<file path="src/rtl/updi_uart_tx_if.sv">
// FIFO read port between the UPDI instruction byte FIFO
// and the UART transmitter that drains it.
interface updi_uart_tx_if;
  logic [7:0] fifo_data;
  logic       fifo_empty;
  logic       fifo_rd_en;

  modport master (
    input  fifo_data,
    input  fifo_empty,
    output fifo_rd_en
  );

  modport slave (
    output fifo_data,
    output fifo_empty,
    input  fifo_rd_en
  );
endinterface

</file>
<file path="src/rtl/updi_uart_tx.sv">
// UPDI UART transmitter: pops FIFO bytes and sends 8E2
// frames LSB first, owning the half-duplex line meanwhile.
module updi_uart_tx #(
  parameter int DIV_BITS  = 16,
  parameter int STOP_BITS = 2
) (
  input  logic                clk,
  input  logic                rst,
  input  logic                en,
  input  logic [DIV_BITS-1:0] baud_div,
  updi_uart_tx_if.master      fifo,
  output logic                tx,
  output logic                tx_en,
  output logic                busy,
  output logic                byte_done
);

  localparam int FRAME_LEN = 10 + STOP_BITS;
  localparam logic [3:0] LAST_BIT = 4'(FRAME_LEN - 1);

  typedef enum logic [1:0] {
    IDLE,
    FETCH,
    LOAD,
    SHIFT
  } state_t;

  state_t state, state_nx;

  logic [11:0]         frame_q;
  logic [DIV_BITS-1:0] div_q;
  logic [DIV_BITS-1:0] baud_cnt;
  logic [3:0]          bit_cnt;

  logic bit_end;
  logic last_bit;
  logic frame_end;
  logic start_ok;

  assign bit_end   = (baud_cnt == div_q);
  assign last_bit  = (bit_cnt == LAST_BIT);
  assign frame_end = (state == SHIFT) && bit_end && last_bit;
  assign start_ok  = en && !fifo.fifo_empty;

  always_ff @(posedge clk) begin
    if (!rst) begin
      state <= IDLE;
    end else begin
      state <= state_nx;
    end
  end

  always_comb begin
    state_nx = state;
    unique case (state)
      IDLE:  if (start_ok) state_nx = FETCH;
      FETCH: state_nx = LOAD;
      LOAD:  state_nx = SHIFT;
      SHIFT: begin
        if (frame_end) begin
          state_nx = start_ok ? FETCH : IDLE;
        end
      end
      default: state_nx = IDLE;
    endcase
  end

  always_comb begin
    tx         = 1'b1;
    tx_en      = 1'b0;
    busy       = 1'b0;
    byte_done  = 1'b0;
    fifo.fifo_rd_en = 1'b0;
    unique case (state)
      IDLE: ;
      FETCH: begin
        tx_en           = 1'b1;
        busy            = 1'b1;
        fifo.fifo_rd_en = 1'b1;
      end
      LOAD: begin
        tx_en = 1'b1;
        busy  = 1'b1;
      end
      SHIFT: begin
        tx        = frame_q[0];
        tx_en     = 1'b1;
        busy      = 1'b1;
        byte_done = frame_end;
      end
      default: ;
    endcase
  end

  // Frame is shifted out of bit 0; ones fill in as stop bits.
  always_ff @(posedge clk) begin
    if (!rst) begin
      frame_q  <= '1;
      div_q    <= '0;
      baud_cnt <= '0;
      bit_cnt  <= '0;
    end else begin
      unique case (state)
        LOAD: begin
          frame_q  <= {2'b11, ^fifo.fifo_data,
                       fifo.fifo_data, 1'b0};
          div_q    <= baud_div;
          baud_cnt <= '0;
          bit_cnt  <= '0;
        end
        SHIFT: begin
          if (bit_end) begin
            frame_q  <= {1'b1, frame_q[11:1]};
            baud_cnt <= '0;
            bit_cnt  <= bit_cnt + 4'd1;
          end else begin
            baud_cnt <= baud_cnt + 1'b1;
          end
        end
        default: begin
          baud_cnt <= '0;
          bit_cnt  <= '0;
        end
      endcase
    end
  end

endmodule

</file>
<file path="src/flat_wrapper.sv">
// flat-port wrapper written by rule: the top's interface ports become plain ports
module updi_uart_tx_flat 
#(
  parameter int DIV_BITS  = 16,
  parameter int STOP_BITS = 2
)
  (clk, rst, en, baud_div, tx, tx_en, busy, byte_done, fifo_fifo_data, fifo_fifo_empty, fifo_fifo_rd_en);
  updi_uart_tx_if fifo_i ();
  input  logic clk;
  input  logic rst;
  input  logic en;
  input  logic [DIV_BITS-1:0] baud_div;
  output logic tx;
  output logic tx_en;
  output logic busy;
  output logic byte_done;
  input wire logic [$bits(fifo_i.fifo_data)-1:0] fifo_fifo_data;
  input wire logic [$bits(fifo_i.fifo_empty)-1:0] fifo_fifo_empty;
  output wire logic [$bits(fifo_i.fifo_rd_en)-1:0] fifo_fifo_rd_en;
  assign fifo_i.fifo_data = fifo_fifo_data;
  assign fifo_i.fifo_empty = fifo_fifo_empty;
  assign fifo_fifo_rd_en = fifo_i.fifo_rd_en;
  updi_uart_tx #(.DIV_BITS(DIV_BITS), .STOP_BITS(STOP_BITS)) u_core (.clk(clk), .rst(rst), .en(en), .baud_div(baud_div), .fifo(fifo_i), .tx(tx), .tx_en(tx_en), .busy(busy), .byte_done(byte_done));
endmodule
</file>
<file path="config.mk">
export PLATFORM = sky130hd
export DESIGN_NAME = updi_uart_tx_flat
export DESIGN_NICKNAME = d
export VERILOG_FILES = /design/src/rtl/updi_uart_tx_if.sv /design/src/rtl/updi_uart_tx.sv /design/src/flat_wrapper.sv
export SDC_FILE = /design/constraint.sdc
export NUM_CORES = 1
export LEC_CHECK = 0
export ABC_CLOCK_PERIOD_IN_PS = 1700
export CAP_MARGIN = 40
export CORE_MARGIN = 3
export CORE_UTILIZATION = 25
export CTS_CLUSTER_DIAMETER = 50
export DETAILED_ROUTE_END_ITERATION = 16
export PLACE_DENSITY = 0.43
export SETUP_SLACK_MARGIN = 0.05
export SYNTH_ARGS = -nofsm -noshare
export SYNTH_HDL_FRONTEND = slang
export SYNTH_SLANG_ARGS = --single-unit
</file>
<file path="constraint.sdc">
create_clock -name clk -period 1.7 [get_ports clk]
set_input_delay 0.34 -clock clk [delete_from_list [all_inputs] [get_ports clk]]
set_output_delay 0.34 -clock clk [all_outputs]
set_load 0.02 [all_outputs]
</file>
[Word-level counts from Yosys, hierarchy flattened]
Index checks and enable logic that the tools add are counted.
Word-level totals
  register bits after elaboration: 50
  input port bits: 28
  output and inout bits: 5
  logic and storage cells: 39
Operators by class
  $add $sub $neg: 2
  equal/unequal tests: 8
  mux-type cells: 10
  bitwise logic cells: 2
  reduce and logical (&&, ||, !) cells: 12
Operators with widths (number)
  case mux 12 bit (2 select lines): 1
  adder 16 x 1 -> 16 bit, second input constant: 1
  equality test 16 bit: 1
  2-to-1 mux 12 bit: 1
  case mux 2 bit (4 select lines): 1
  XOR reduction 8 bit: 1
  inequality test 2 x 1 -> 1 bit, second input constant: 3
  AND reduction 2 bit: 3
  OR reduction 3 bit: 2
  2-to-1 mux 1 bit: 5
  adder 4 x 1 -> 4 bit, second input constant: 1
  equality test 2 bit, second input constant: 2
  equality test 4 bit, second input constant: 1
  2-to-1 mux 2 bit: 2
  logical AND 1 bit: 3
  equality test 2 x 1 -> 1 bit, second input constant: 1
  logical NOT 2 bit: 1
  inverter 1 bit: 2
  nonzero test 2 bit: 1
  logical NOT 1 bit: 1

[Longest topological paths before layout]
Gate-level depths: netlist of the first run.
  depth after elaboration: 5
  depth in mapped cells: 7
  gate-level depth less buffers: 6

[Worst setup path after synthesis of the first run]
No wires, ideal clock.
  path kind: flip-flop to output port
  start point: register u_core.baud_cnt[0]
  end point: output port byte_done
  arrival: 1.624 ns
  required time: 1.360 ns
  path slack: -0.264 ns
  stages on the path, launching flop included: 6
  buffers on the path: 0
  cells stage by stage: dfxtp_1 > xor2_1 > nor4_1 > nand4_1 > or2_1 > nor2_1
On the way
  word-level cells in the longest chain between the ends: 4
RTL lines
  from (decl): line updi_uart_tx.sv:32  | logic [DIV_BITS-1:0] baud_cnt;
  from (signal assigned): line updi_uart_tx.sv:117  | baud_cnt <= baud_cnt + 1'b1;
  equality test 16 bit: line updi_uart_tx.sv:40  | assign bit_end = (baud_cnt == div_q);
  logical AND 1 bit (2 in series): line updi_uart_tx.sv:42  | assign frame_end = (state == SHIFT) && bit_end && last_bit;
  2-to-1 mux 1 bit: line updi_uart_tx.sv:74  | unique case (state)
  to (decl): line flat_wrapper.sv:16  | output logic byte_done;
Every way passes these cells.

[Worst setup path in the final report of the first run]
  start point: register u_core.div_q[8]
  end point: output port byte_done
On the way
  word-level cells in the longest chain between the ends: 4
RTL lines
  from (decl): line updi_uart_tx.sv:31  | logic [DIV_BITS-1:0] div_q;
  from (signal assigned): line updi_uart_tx.sv:107  | div_q <= baud_div;
  equality test 16 bit: line updi_uart_tx.sv:40
  logical AND 1 bit (2 in series): line updi_uart_tx.sv:42
  2-to-1 mux 1 bit: line updi_uart_tx.sv:74
Every way passes these cells.

==> results.toml, run 1 <==
[status]
status = "finished with violations"
violations = "negative setup slack"

[timing]
slew_headroom = 0.7666
finalSetupViolCount = 21
fin_skew_ns = 0.002629
min_period_ns = 2.172
fin_crit_sh = 1.277
finalHoldViolations = 0
worst_pin_slew_ns = 0.3474
fmax_ghz = 0.4605
timing.final.max_slew_violations = 0
layout_setup_ws_ns = -0.4715
setup_tns_ns = -2.058
rsz0062_at_grt = "true"

[drt]
drc = 0
drt-pass1-iter-count = 4
num_vias = 1979
ant_nets = 0
viasPerCell = 4.437
drtIter0Drc = 35
wl_per_cell_um = 12.36
routed_wl_um = 5512

[job]
cap_violations = 0

[critical_path]
max_stage_delay_ns = 0.33
worstReg2RegStart = "u_core.div_q[8]$_SDFFE_PN0P_"
crit_start = "u_core.div_q[8]$_SDFFE_PN0P_"
crit_cells = 7
cp_slowest_cell = "dfxtp_2"
path_buf_inv = 2
crit_chain = "xor2_1 -> nor4_1 -> buf_4 -> nand4_1 -> or2_4 -> nor2_4 -> buf_6"
crit_path_end_kind = "output port"
reg2reg_depth = 8
crit_required_ns = 1.36
critPathKind = "register to output port"
crit_path_end = "byte_done"
cp_top_family = "simple AND/OR/NAND/NOR gates"
crit_path_start_kind = "register"
r2r_slack_ns = -0.18
worstPathMaxFanout = 2
arrival_ns = 1.83
r2r_end = "u_core.frame_q[0]$_SDFFE_PN1P_"

[synth]
synth_edf_count = 0
synth_cell_types = 34
synth_ff_type = "dfxtp_1"
synth_seq_cells = 48
synthArstFlopShare = 0
syn_nets = 294
yosysTopAreaCell = "dfxtp_1"
netlist_area_mm2 = 0.002330
synth_top_area_share = 0.4125
yosys_warnings = 0
synth_area_leaders = "dfxtp_1 41%, mux2i_1 11%, nor2_1 7.9%, xor2_1 7.9%, xnor2_1 6.0%"
netlist_instances = 259
syn-mean-instance-area_um2 = 8.995
seq_area_frac_synth = 0.4125

[clocking]
clkSinkCount = 48
cts_made_buffers = 5
insertion_delay_ns = 0.29
tritoncts = "done"
root_buffer = "clkbuf_8"
cts.hold.buffers_added = 0
path_clk_slew_ns = 0.09
h-tree-depth = 2
clock_path_buffers = 2

[finish]
antenna_cells = 0
layout-drive-gt1-share = 0.2426
fill_cells = 920
nets = 372
synthToLayoutAreaGrowth_pct = 41.14

[placement]
gp_congestion = 0.7857
dp_hpwl_um = 4117
portBuffers = 32

[power_and_ir_drop]
powerDensity_mw_per_mm2 = 1192
p_leak_nw = 1.291
worst_ir_drop_vdd_mv = 1.064
power_w = 0.003919

[die]
initial_core_util = 0.2620
rows = 34
die_h_um = 102.5
core_mm2 = 0.008891
die_w_um = 102.5
dieArea_mm2 = 0.01051
io_pins = 33

[grt]
grt_pass1_vias = 1955
antenna_found_initial = 0
grt_pass1_wl_um = 9121
grt_max_degree = 26
overflow = 0
grt_usage = 0.1103

[worst_hold_path]
hp-class = "register to register"
worstHoldPathCells = 2
[sequential cells by signal (all words and copies together), names as in the netlist]
| register | cells |
|---|---|
| u_core.baud_cnt | 16 |
| u_core.bit_cnt | 4 |
| u_core.frame_q | 10 |
| u_core.div_q | 16 |
| u_core.state | 2 |
[metrics by stage]
step / instance area (um2) / utilization / hold slack, ns / instances / worst slack [ns]
after CTS: 3253 / 0.3659 / 0.5022 / 445 / -0.5488
after global placement: 3162 / 0.3556 / 0.4681 / 437 / -0.6532
after detailed placement: 3162 / 0.3556 / 0.4844 / 437 / -0.6642
after global routing: 3288 / 0.3698 / 0.5400 / 446 / -0.5967
final: 3288 / 0.3698 / 0.4982 / 446 / -0.4715
after floorplan: 2345 / - / 0.4292 / 259 / -0.1118
[worst register-to-register path: stages (launching register included)]
cell and delay, ns:
dfxtp_2 0.33, xor2_1 0.15, nor4_1 0.27, buf_4 0.16, nand4_1 0.12, or2_4 0.29
buf_4 0.14, buf_6 0.11, o31a_1 0.22
[area by class of cell]
cell class	instances	area, um2	share of cell area
timing repair buffer	84	739.5	0.2249
multi-input combinational	186	1306	0.3973
inverter	12	45.04	0.01370
tap	108	135.1	0.04110
sequential	48	972.2	0.2957
clock buffer	8	90.09	0.02740
[worst min path at each step]
stage	endpoint	slack (ns)	start
final	u_core.bit_cnt[3]$_SDFFE_PN0N_	0.50	u_core.bit_cnt[3]$_SDFFE_PN0N_
after global routing	u_core.div_q[3]$_SDFFE_PN0P_	0.54	u_core.div_q[3]$_SDFFE_PN0P_
after CTS	u_core.bit_cnt[3]$_SDFFE_PN0N_	0.50	u_core.bit_cnt[3]$_SDFFE_PN0N_
after detailed placement	u_core.bit_cnt[3]$_SDFFE_PN0N_	0.48	u_core.bit_cnt[3]$_SDFFE_PN0N_
after global placement	u_core.bit_cnt[3]$_SDFFE_PN0N_	0.47	u_core.bit_cnt[3]$_SDFFE_PN0N_
after floorplan	u_core.baud_cnt[0]$_SDFF_PP0_	0.43	u_core.baud_cnt[0]$_SDFF_PP0_
[kinds of logic after synthesis]
logic type      synth area share
compound gates           0.07466
simple gates              0.1842
fa+ha+maj                0.03759
xor+xnor                  0.1391
flops                     0.4125
buf+inv                  0.04457
mux                       0.1074
[layer usage]
layer	part of all wire	vias up	GRT usage
met2	0.49	31	0.1922
met4	0.0054	0	0.02725
met3	0.042	5	0.02503
met5	0	-	0
met1	0.46	907	0.1377
li1	-	1036	-
[Yosys cell counts, types with 2 or more instances]
| library cell | count |
|---|---|
| nor2_1 | 49 |
| dfxtp_1 | 48 |
| mux2i_1 | 25 |
| xor2_1 | 21 |
| xnor2_1 | 16 |
| inv_1 | 12 |
| nor3_1 | 10 |
| a221oi_1 | 8 |
| nand3_1 | 8 |
| ha_1 | 7 |
| nand2_1 | 7 |
| clkbuf_1 | 6 |
| buf_2 | 5 |
| nor4_1 | 5 |
| a21oi_1 | 4 |
| nand4_1 | 4 |
| or3_1 | 4 |
| o21ai_0 | 3 |
| nor2b_1 | 2 |
[placed cells by master (no fill, tap or decap), drive strengths merged, types with 2 or more instances in the layout]
| cell | instances |
|---|---|
| or2 | 2 |
| nor2 | 49 |
| a21oi | 4 |
| dfxtp | 48 |
| xnor2 | 16 |
| inv | 12 |
| nand2 | 7 |
| xor2 | 21 |
| mux2i | 25 |
| nor4 | 5 |
| clkdlybuf4s50 | 27 |
| or3 | 4 |
| clkbuf | 8 |
| a221oi | 8 |
| nand4 | 4 |
| o21ai | 3 |
| ha | 7 |
| nor3 | 10 |
| buf | 56 |
| nor2b | 2 |
| nand3 | 8 |
[report_power, final]
part / switching (W) / internal [W]
clock: 0.000379 / 0.000333
sequential: 0.0000979 / 0.00129
combinational: 0.000983 / 0.000837
total: 0.00146 / 0.00246
[what timing repair did]
item,CTS,global route
resized for setup,24,10
setup buffers,1,2
pin swaps,3,4
setup endpoints to repair,37,36
Note: power is estimated with default switching activity, not from simulation.
==> run 2, diff against run 1 <==
--- a/config.mk
+++ b/config.mk
@@ -7,11 +7,10 @@
 export LEC_CHECK = 0
 export ABC_CLOCK_PERIOD_IN_PS = 1700
 export CAP_MARGIN = 40
-export CORE_MARGIN = 3
 export CORE_UTILIZATION = 25
 export CTS_CLUSTER_DIAMETER = 50
 export DETAILED_ROUTE_END_ITERATION = 16
-export PLACE_DENSITY = 0.43
+export PLACE_DENSITY = 0.51
 export SETUP_SLACK_MARGIN = 0.05
 export SYNTH_ARGS = -nofsm -noshare
 export SYNTH_HDL_FRONTEND = slang
==> run 2 against run 1 <==
Net effect: the run still ends with negative setup slack left; largest power group unchanged; highest routed layer unchanged; die area decreased by 7.6%; non-clock buffer count up 1; sequential power barely moved; final cell count increased by 0.22%.
==> results.toml, run 2 (synthesized netlist as in run 1, its figures left out) <==
[critical_path]
cp_slowest_cell = "dfxtp_2"
crit_chain = "xor2_2 -> nor4_2 -> buf_4 -> nand4_1 -> or2_4 -> nor2_4 -> buf_6"
max_stage_delay_ns = 0.35
arrival_ns = 1.88
critPathKind = "register to output port"
r2r_slack_ns = -0.43
crit_path_end_kind = "output port"
path_buf_inv = 2
worstPathMaxFanout = 2
cp_top_family = "simple AND/OR/NAND/NOR gates"
crit_required_ns = 1.36
crit_path_start_kind = "register"

[status]
violations = "negative setup slack"
status = "finished with violations"

[placement]
portBuffers = 32
pre_cts_ws_ns = -0.6696
gp_congestion = 0.7063
dp_hpwl_um = 4042

[power_and_ir_drop]
p_leak_nw = 1.300
switching_share = 0.3856
seqPwrFrac = 0.347
p_comb_frac = 0.466
clock_power_share = 0.187
internal_power_w = 0.002447
switching_power_w = 0.001536
powerDensity_mw_per_mm2 = 1202
power_w = 0.003982
worst_ir_drop_vdd_mv = 0.7734

[timing]
finalHoldViolations = 0
worst_pin_slew_ns = 0.3247
min_period_ns = 2.218
layout_setup_ws_ns = -0.5185
timing.final.max_slew_violations = 0
slew_headroom = 0.7815
rsz0062_at_grt = "true"
finalSetupViolCount = 29
fin_skew_ns = 0.01110
fmax_ghz = 0.4508
fin_crit_sh = 1.305

[drt]
ant_nets = 0
num_vias = 1957
drtIter0Drc = 53
viasPerCell = 4.378
drt-pass1-iter-count = 6
routed_wl_um = 5483
drc = 0
wl_per_cell_um = 12.27

[finish]
multiInputGateArea_mm2 = 0.001311
reg_top3 = "u_core.baud_cnt (16), u_core.div_q (16), u_core.frame_q (10)"
antenna_cells = 0
synthToLayoutAreaGrowth_pct = 42.21
final_cell_mix = "49 x buf_4, 48 x nor2_1, 42 x dfxtp_1"
layout-drive-gt1-share = 0.2419
final_common_cell = "buf_4"
fill_cells = 895
nets = 373
regArea_um2 = 968.4

[clocking]
path_clk_slew_ns = 0.10
tritoncts = "done"
clkSinkCount = 48
clock_path_buffers = 2
insertion_delay_ns = 0.32
root_buffer = "clkbuf_8"
cts_made_buffers = 5
h-tree-depth = 2
cts.hold.buffers_added = 0

[die]
dieArea_mm2 = 0.009709
initial_core_util = 0.2620
die_h_um = 98.54
core_mm2 = 0.008891
io_pins = 33
die_w_um = 98.54
rows = 34

[worst_hold_path]
hp-class = "register to register"

[grt]
grt_max_degree = 26
overflow = 0
grt_pass1_vias = 1914
grt_pass1_wl_um = 9032
antenna_found_initial = 0
grt_usage = 0.1182

[job]
cap_violations = 0
-- run 2: cell type report --
class	instances	share of cell area
Clock inverter	3	0.007553
Clock buffer	5	0.02077
Sequential cell	48	0.2923
Inverter	12	0.01360
Tap cell	108	0.04079
Timing Repair Buffer	85	0.2292
Multi-Input combinational cell	186	0.3958
-- run 2: per-stage QoR --
stage                     cells  area, um2  hold WS [ns]  TNS [ns]  utilization
final                       447       3313        0.5055    -3.379       0.3726
after global routing        447       3313        0.5544    -7.222       0.3726
after CTS                   447       3284        0.4942    -3.397       0.3694
after detailed placement    435       3147        0.4802    -3.437       0.3539
after global placement      435       3147        0.4637    -3.078       0.3539
after floorplan             259       2345        0.4292   -0.1118            -
-- run 2: final timing paths --
path	cells after the start	startpoint	to
worst max register to register	10	u_core.div_q[1]$_SDFFE_PN0P_	u_core.frame_q[0]$_SDFFE_PN1P_
worst max-delay path	7	u_core.div_q[1]$_SDFFE_PN0P_	byte_done
worst min-delay path	2	u_core.bit_cnt[3]$_SDFFE_PN0N_	u_core.bit_cnt[3]$_SDFFE_PN0N_
worst min register to register	2	u_core.bit_cnt[3]$_SDFFE_PN0N_	u_core.bit_cnt[3]$_SDFFE_PN0N_
-- run 2: what timing repair did --
| item | CTS | global route |
|---|---|---|
| gates resized for setup | 30 | 11 |
| pin swaps | 1 | 2 |
| endpoints found under the hold margin | 0 | 0 |
| endpoints found under the setup margin | 37 | 37 |
| setup buffers | 4 | 3 |
-- run 2: routing by layer --
layer,track usage,part of all wire,up-vias
li1,-,-,1039
met1,0.1473,0.48,892
met2,0.2069,0.48,21
met3,0.02908,0.027,5
met4,0.02411,0.0084,0
met5,0,0,-
-- run 2: power groups by stage --
stage | registers [W] | clock network, W | logic, W
floorplan | 0.00140 | 0 | 0.00114
global placement | 0.00140 | 0 | 0.00174
detailed placement | 0.00141 | 0 | 0.00174
CTS | 0.00138 | 0.000775 | 0.00177
global route | 0.00140 | 0.000821 | 0.00202
finish | 0.00138 | 0.000744 | 0.00186
-- run 2: worst reg2reg max path: stages (launching register included) --
cell	delay, ns
dfxtp_2	0.35
xor2_2	0.17
nor4_2	0.26
buf_4	0.15
nand4_1	0.13
or2_4	0.29
buf_4	0.13
buf_6	0.10
buf_6	0.10
buf_6	0.10
o31a_1	0.23
